File: src/rtl/lsu_controller.sv
// Load/store sequencer: turns a datapath load/store into one handshaked word access
// with byte lanes, then returns extended load data or an error code as a one-cycle response.
module lsu_controller #(
   parameter int TIMEOUT_CYCLES = 255
) (
   input  logic        clk,
   input  logic        rst,
   input  logic        mem_req,
   input  logic        mem_we,
   input  logic [2:0]  func3,
   input  logic [31:0] addr,
   input  logic [31:0] wdata,
   output logic        stall,
   output logic        done,
   output logic [31:0] rdata,
   output logic [1:0]  err,
   output logic        bus_cs,
   output logic        bus_rd_en,
   output logic        bus_wr_en,
   output logic [31:0] bus_addr,
   output logic [3:0]  bus_mask,
   output logic [31:0] bus_wdata,
   input  logic [31:0] bus_rdata,
   input  logic        bus_ack
);

   localparam int CNT_W = $clog2(TIMEOUT_CYCLES + 1);
   localparam logic [CNT_W-1:0] CNT_LAST = CNT_W'(TIMEOUT_CYCLES - 1);

   typedef enum logic [1:0] {IDLE, ACCESS, RESP} state_t;

   state_t           state;
   logic [CNT_W-1:0] cnt;
   logic [2:0]       acc_func3;
   logic [1:0]       acc_off;
   logic             acc_store;

   logic [1:0]  off;
   logic        illegal;
   logic        misaligned;
   logic [3:0]  lane_mask;
   logic [31:0] store_data;
   logic [31:0] shifted;
   logic [31:0] load_data;

   assign off   = addr[1:0];
   assign stall = mem_req & (state != RESP) & ~rst;

   // Request decode: legality, alignment and lane placement of the incoming access
   always_comb begin
      illegal    = mem_we ? (func3 >= 3'b011) : ((func3 == 3'b011) || (func3[2:1] == 2'b11));
      misaligned = ((func3[1:0] == 2'b01) && addr[0]) ||
                   ((func3[1:0] == 2'b10) && (addr[1:0] != 2'b00));
      case (func3[1:0])
         2'b00: begin
            lane_mask  = 4'b0001 << off;
            store_data = {4{wdata[7:0]}};
         end
         2'b01: begin
            lane_mask  = 4'b0011 << off;
            store_data = {2{wdata[15:0]}};
         end
         default: begin
            lane_mask  = 4'b1111;
            store_data = wdata;
         end
      endcase
   end

   // Load extraction uses the size/offset captured when the access started
   always_comb begin
      shifted = bus_rdata >> {acc_off, 3'b000};
      case (acc_func3)
         3'b000:  load_data = {{24{shifted[7]}}, shifted[7:0]};
         3'b001:  load_data = {{16{shifted[15]}}, shifted[15:0]};
         3'b100:  load_data = {24'd0, shifted[7:0]};
         3'b101:  load_data = {16'd0, shifted[15:0]};
         default: load_data = bus_rdata;
      endcase
   end

   always_ff @(posedge clk or posedge rst) begin
      if (rst) begin
         state     <= IDLE;
         cnt       <= '0;
         acc_func3 <= 3'b000;
         acc_off   <= 2'b00;
         acc_store <= 1'b0;
         done      <= 1'b0;
         rdata     <= 32'd0;
         err       <= 2'b00;
         bus_cs    <= 1'b1;
         bus_rd_en <= 1'b0;
         bus_wr_en <= 1'b1;
         bus_addr  <= 32'd0;
         bus_mask  <= 4'd0;
         bus_wdata <= 32'd0;
      end else begin
         case (state)
            IDLE: begin
               if (mem_req) begin
                  if (illegal) begin
                     state <= RESP;
                     done  <= 1'b1;
                     err   <= 2'b11;
                     rdata <= 32'd0;
                  end else if (misaligned) begin
                     state <= RESP;
                     done  <= 1'b1;
                     err   <= 2'b01;
                     rdata <= 32'd0;
                  end else begin
                     state     <= ACCESS;
                     cnt       <= '0;
                     acc_func3 <= func3;
                     acc_off   <= off;
                     acc_store <= mem_we;
                     bus_cs    <= 1'b0;
                     bus_rd_en <= ~mem_we;
                     bus_wr_en <= ~mem_we;
                     bus_addr  <= {addr[31:2], 2'b00};
                     bus_mask  <= lane_mask;
                     bus_wdata <= mem_we ? store_data : 32'd0;
                  end
               end
            end
            ACCESS: begin
               // Ack is checked first so a last-cycle ack still completes normally
               if (bus_ack || (cnt == CNT_LAST)) begin
                  state     <= RESP;
                  done      <= 1'b1;
                  bus_cs    <= 1'b1;
                  bus_rd_en <= 1'b0;
                  bus_wr_en <= 1'b1;
                  bus_addr  <= 32'd0;
                  bus_mask  <= 4'd0;
                  bus_wdata <= 32'd0;
                  if (bus_ack) begin
                     err <= 2'b00;
                     if (!acc_store) rdata <= load_data;
                  end else begin
                     err   <= 2'b10;
                     rdata <= 32'd0;
                  end
               end else begin
                  cnt <= cnt + 1'b1;
               end
            end
            default: begin
               state <= IDLE;
               done  <= 1'b0;
            end
         endcase
      end
   end

endmodule

File: config.mk
export PLATFORM = sky130hd
export DESIGN_NAME = lsu_controller
export DESIGN_NICKNAME = d
export VERILOG_FILES = /design/src/rtl/lsu_controller.sv
export SDC_FILE = /design/constraint.sdc
export NUM_CORES = 1
export LEC_CHECK = 0
export ABC_AREA = 1
export BUFFER_PORTS_ARGS = -buffer_cell sky130_fd_sc_hd__buf_4
export CORE_UTILIZATION = 40
export DETAILED_ROUTE_END_ITERATION = 8
export GPL_TIMING_DRIVEN = 0
export PLACE_DENSITY = 0.72
export SYNTH_ARGS = -nofsm -noshare
export SYNTH_HDL_FRONTEND = slang
export SYNTH_SLANG_ARGS = --single-unit
File: constraint.sdc
create_clock -name clk -period 8.7 [get_ports clk]
set_clock_uncertainty 0.1 [all_clocks]
set_input_delay 1.74 -clock clk [delete_from_list [all_inputs] [get_ports clk]]
set_output_delay 1.74 -clock clk [all_outputs]
set_load 0.02 [all_outputs]
# Yosys cells after proc, flatten, opt, wreduce, memory -nomap -nowiden
# Index checks and enable logic that the tools add are counted.
# classes
n_mux	57
bitwise_logic	6
n_addsub	1
n_reduce_logical	17
n_eq_ne	17
n_lt_le_gt_ge	1
shift	3
# ops
op	n
2-to-1 mux 32 bit	14
one-hot mux 32 bit (2 select lines)	4
one-hot mux 32 bit (4 select lines)	1
2-to-1 mux 8 bit	4
>> shifter 32 x 5 -> 16 bit	1
2-to-1 mux 2 bit	9
2-to-1 mux 4 bit	4
one-hot mux 4 bit (2 select lines)	2
one-hot mux 8 bit (2 select lines)	1
AND reduction 5 bit	3
2-to-1 mux 1 bit	12
inequality test 2 bit (second input constant)	6
adder 8 x 1 -> 8 bit (second input constant)	1
equality test 8 bit (second input constant)	1
one-hot mux 1 bit (2 select lines)	4
one-hot mux 2 bit (2 select lines)	2
AND reduction 4 bit	2
equality test 3 bit (second input constant)	2
inequality test 3 bit (second input constant)	2
equality test 2 x 1 -> 1 bit (second input constant)	2
equality test 2 bit (second input constant)	2
zero test 2 bit	2
NOT 1 bit	4
nonzero test 2 bit	2
other kinds (11)	15
# word_totals
in_bits	104
reg_bits	122

# Logic depth before layout (Yosys ltp)
# logic_depth
word_depth	7
depth_mapped	13
ltp_nobuf	12

# Worst setup path before layout
# Ideal clock, no wire load.
# synth_path
kind	input to output
start	input port mem_req
end	output port stall
path_stages	2
t_required_ps	6860
slack_ps	4773
arrival_ps	2087
cell_sequence	o21ai_0 -> nor2_1
# synth_via
elab_chain_len	2
# synth_rtl
item	line_no	rtl
start: declaration	8	input logic mem_req,
bitwise AND 1 bit (2 in series)	47	assign stall = mem_req & (state != RESP) & ~rst;
end: declaration	13	output logic stall,
# Every way passes these cells.

# Worst setup path in the final report
# Ends and elaborated chain as after synthesis.

==> qor.yml <==
cp.required_ps: 6860
yosysSeqAreaShare: 0.494
cts_hold_buf: 0
vias: 6061
synthTopCellsByArea: "dfrtp_1 49%, nand2_1 20%, o21ai_0 5.8%"
grtUsageTotal: 0.246
synth_cells: 796
final_max_slew_viol_count: 0
synthesis.area_sq_um: 6090
antennaDiodeCount: 0
die_w_um: 125
n_fill_cell: 1376
dieArea_sq_um: 15700
core_area_sq_um: 14700
post_cts_resize_count: 0
power_density_nw_per_um2: 321
min_path_type: "reg -> reg"
hold_viol_final: 0
fin_setup_tns_ps: 0
root_buffer: "clkbuf_16"
outcome: "finished with violations"
end_kind: "output port"
yosysTopAreaCellShare: 0.485
clockBufferDepth: 2
drtAntennaViolNets: 0
synth_area_per_cell_sq_um: 7.65
multi_input_area_sq_um: 2610
crit_family: "buffers and inverters"
max_stage_delay_ps: 140
vias_per_cell: 4.96
grtUsageMet3: 0.0702
met1_usage: 0.302
met2_usage: 0.408
violations: "design-rule violations"
worst-path-max-fanout: 3
numCtsBuffers: 17
fin_util: 0.578
cts_tree: "built"
cts_sinks: 120
path_common_cell: "buf_4"
worst_pin_slew_ps: 590
setup_ws_ps: 4670
num_rows: 44
synth_cell_types: 33
grt.busiest_layer: "met2"
critPathLaunchType: "input pin"
gp_congestion: 0.940
synth.largest_area_cell: "dfrtp_1"
register_area_sq_um: 3010
grt_pass1_wl_um: 30100
rsz0062_at_grt: "no"
critPathArrivalTime_ps: 2190
grt_start_max_net_pins: 76
antenna_found_initial: 0
firstDrtPassIters: 8
crit_slowest_cell: "buf_4"
path_cells: "buf_4 -> o21ai_0 -> nor2_1 -> buf_4"
port_buffers: 207
wl_per_cell_um: 15.2
area_growth_pct: 39.6
cap_violations: 0
wl_um: 18600
insertion_delay_ps: 410
synth.ff_latch_count: 120
max_freq_mhz: 248
drt_drc_violations_left: 12
ir_worst_vdd_mv: 0.156
crit_type: "in -> out"
yosysWarningCount: 0
leakage_nw: 4.70
final_common_cell: "nand2_1"
clk_pin_slew_ps: 60
setup_viol: 0
min_period_over_period: 0.463
start_util: 0.414
htreeDepth: 4
worst-path-buf-inv: 2
place_hpwl_um: 13800
final_cell_mix: "317 x nand2_1, 215 x buf_4, 118 x dfrtp_1"
pre_cts_slack_ps: 4660
drt_iter0_drc: 500
relSlewSlack: 0.605
grt_pass1_vias: 5930
die_y_um: 125
cts_setup_buffers: 0
finalCriticalPeriod_ps: 4030
num-nets-final: 1130
ios: 211
drive_above_1_share: 0.296
gr-total-overflow: 0
## logic make-up (layout without fill, tap and decap cells)
logic type	Yosys count	after routing	synth area share
AOI/OAI and AO/OA	124	124	0.112
xor gates and xnor gates	6	6	0.00863
adders and majority gates	2	2	0.00411
buffers and inverters	99	339	0.0773
DFF	120	120	0.494
other	1	2	0.000616
and+or+nand+nor	444	444	0.304
## tightest hold or removal path, delay by kind of cell, from the launching register on
kind          cells  cell delay (ps)
simple gates      2              100
flops             1              340
## area by class of cell
type | count | share of cell area
multi-input combinational | 578 | 0.308
inverter | 58 | 0.0265
clock buffer | 19 | 0.0522
timing repair buffer | 208 | 0.186
sequential | 120 | 0.354
buffer | 41 | 0.0295
tap | 184 | 0.0271
clock inverter | 13 | 0.0169
## metal layers
layer	part of all wire	routed length [um]
met4	0.025	457
met1	0.41	7660
met3	0.079	1470
met5	0	0
met2	0.48	8990
## per-stage QoR
step | std cells | instance area (sq um) | power [mW] | hold slack (ps)
floorplan | 797 | 6090 | 1.56 | 367
global placement | 1188 | 7870 | 2.01 | 363
detailed placement | 1189 | 7910 | 2.03 | 366
CTS | 1221 | 8490 | 2.74 | 382
global route | 1221 | 8490 | 2.90 | 401
finish | 1221 | 8490 | 2.73 | 377
## flip-flops by register name (all words and copies together) (netlist names), 2 cells and up
name / flops
bus_addr: 30
state: 2
bus_mask: 4
bus_wdata: 32
cnt: 8
acc_off: 2
err: 2
acc_func3: 3
rdata: 32
## synth_stat cells
| cell type | instances |
|---|---|
| a21oi_1 | 32 |
| a22oi_1 | 3 |
| a31oi_1 | 1 |
| buf_1 | 1 |
| buf_2 | 11 |
| buf_4 | 8 |
| buf_6 | 7 |
| clkbuf_1 | 14 |
| conb_1 | 1 |
| dfrtp_1 | 118 |
| dfstp_2 | 2 |
| ha_1 | 2 |
| inv_1 | 51 |
| inv_2 | 6 |
| inv_4 | 1 |
| nand2_1 | 317 |
| nand2_2 | 6 |
| nand2_4 | 4 |
| nand3_1 | 51 |
| nand3_2 | 1 |
| nand3b_1 | 1 |
| nand4_1 | 1 |
| nor2_1 | 50 |
| nor2_2 | 1 |
| nor2_4 | 6 |
| nor3_1 | 1 |
| o211ai_1 | 1 |
| o21ai_0 | 70 |
| o21ai_2 | 9 |
| o21bai_1 | 3 |
| o22ai_1 | 5 |
| or2_2 | 5 |
| xor2_1 | 6 |
## path summary, 6_finish.rpt
| kind | from | end | slack (ps) | cells past startpoint |
|---|---|---|---|---|
| max | mem_req | stall | 4670 | 4 |
| min | rdata[22]$_DFFE_PP0P_ | rdata[22]$_DFFE_PP0P_ | 380 | 2 |
| max reg2reg | cnt[0]$_DFFE_PP0P_ | rdata[12]$_DFFE_PP0P_ | 6800 | 13 |
| min reg2reg | rdata[22]$_DFFE_PP0P_ | rdata[22]$_DFFE_PP0P_ | 380 | 2 |
| max in group asynchronous | rst | bus_wr_en$_DFFE_PP1P_ | 6520 | 3 |
| min in group asynchronous | rst | rdata[15]$_DFFE_PP0P_ | 1250 | 2 |
## power by group
part / switching, mW / internal [mW] / leakage (nW)
Sequential: 0.0988 / 0.728 / 1.61
Combinational: 0.758 / 0.443 / 2.81
Clock: 0.267 / 0.431 / 0.276
Total: 1.12 / 1.60 / 4.70
Note: power is estimated with default switching activity, not from simulation.
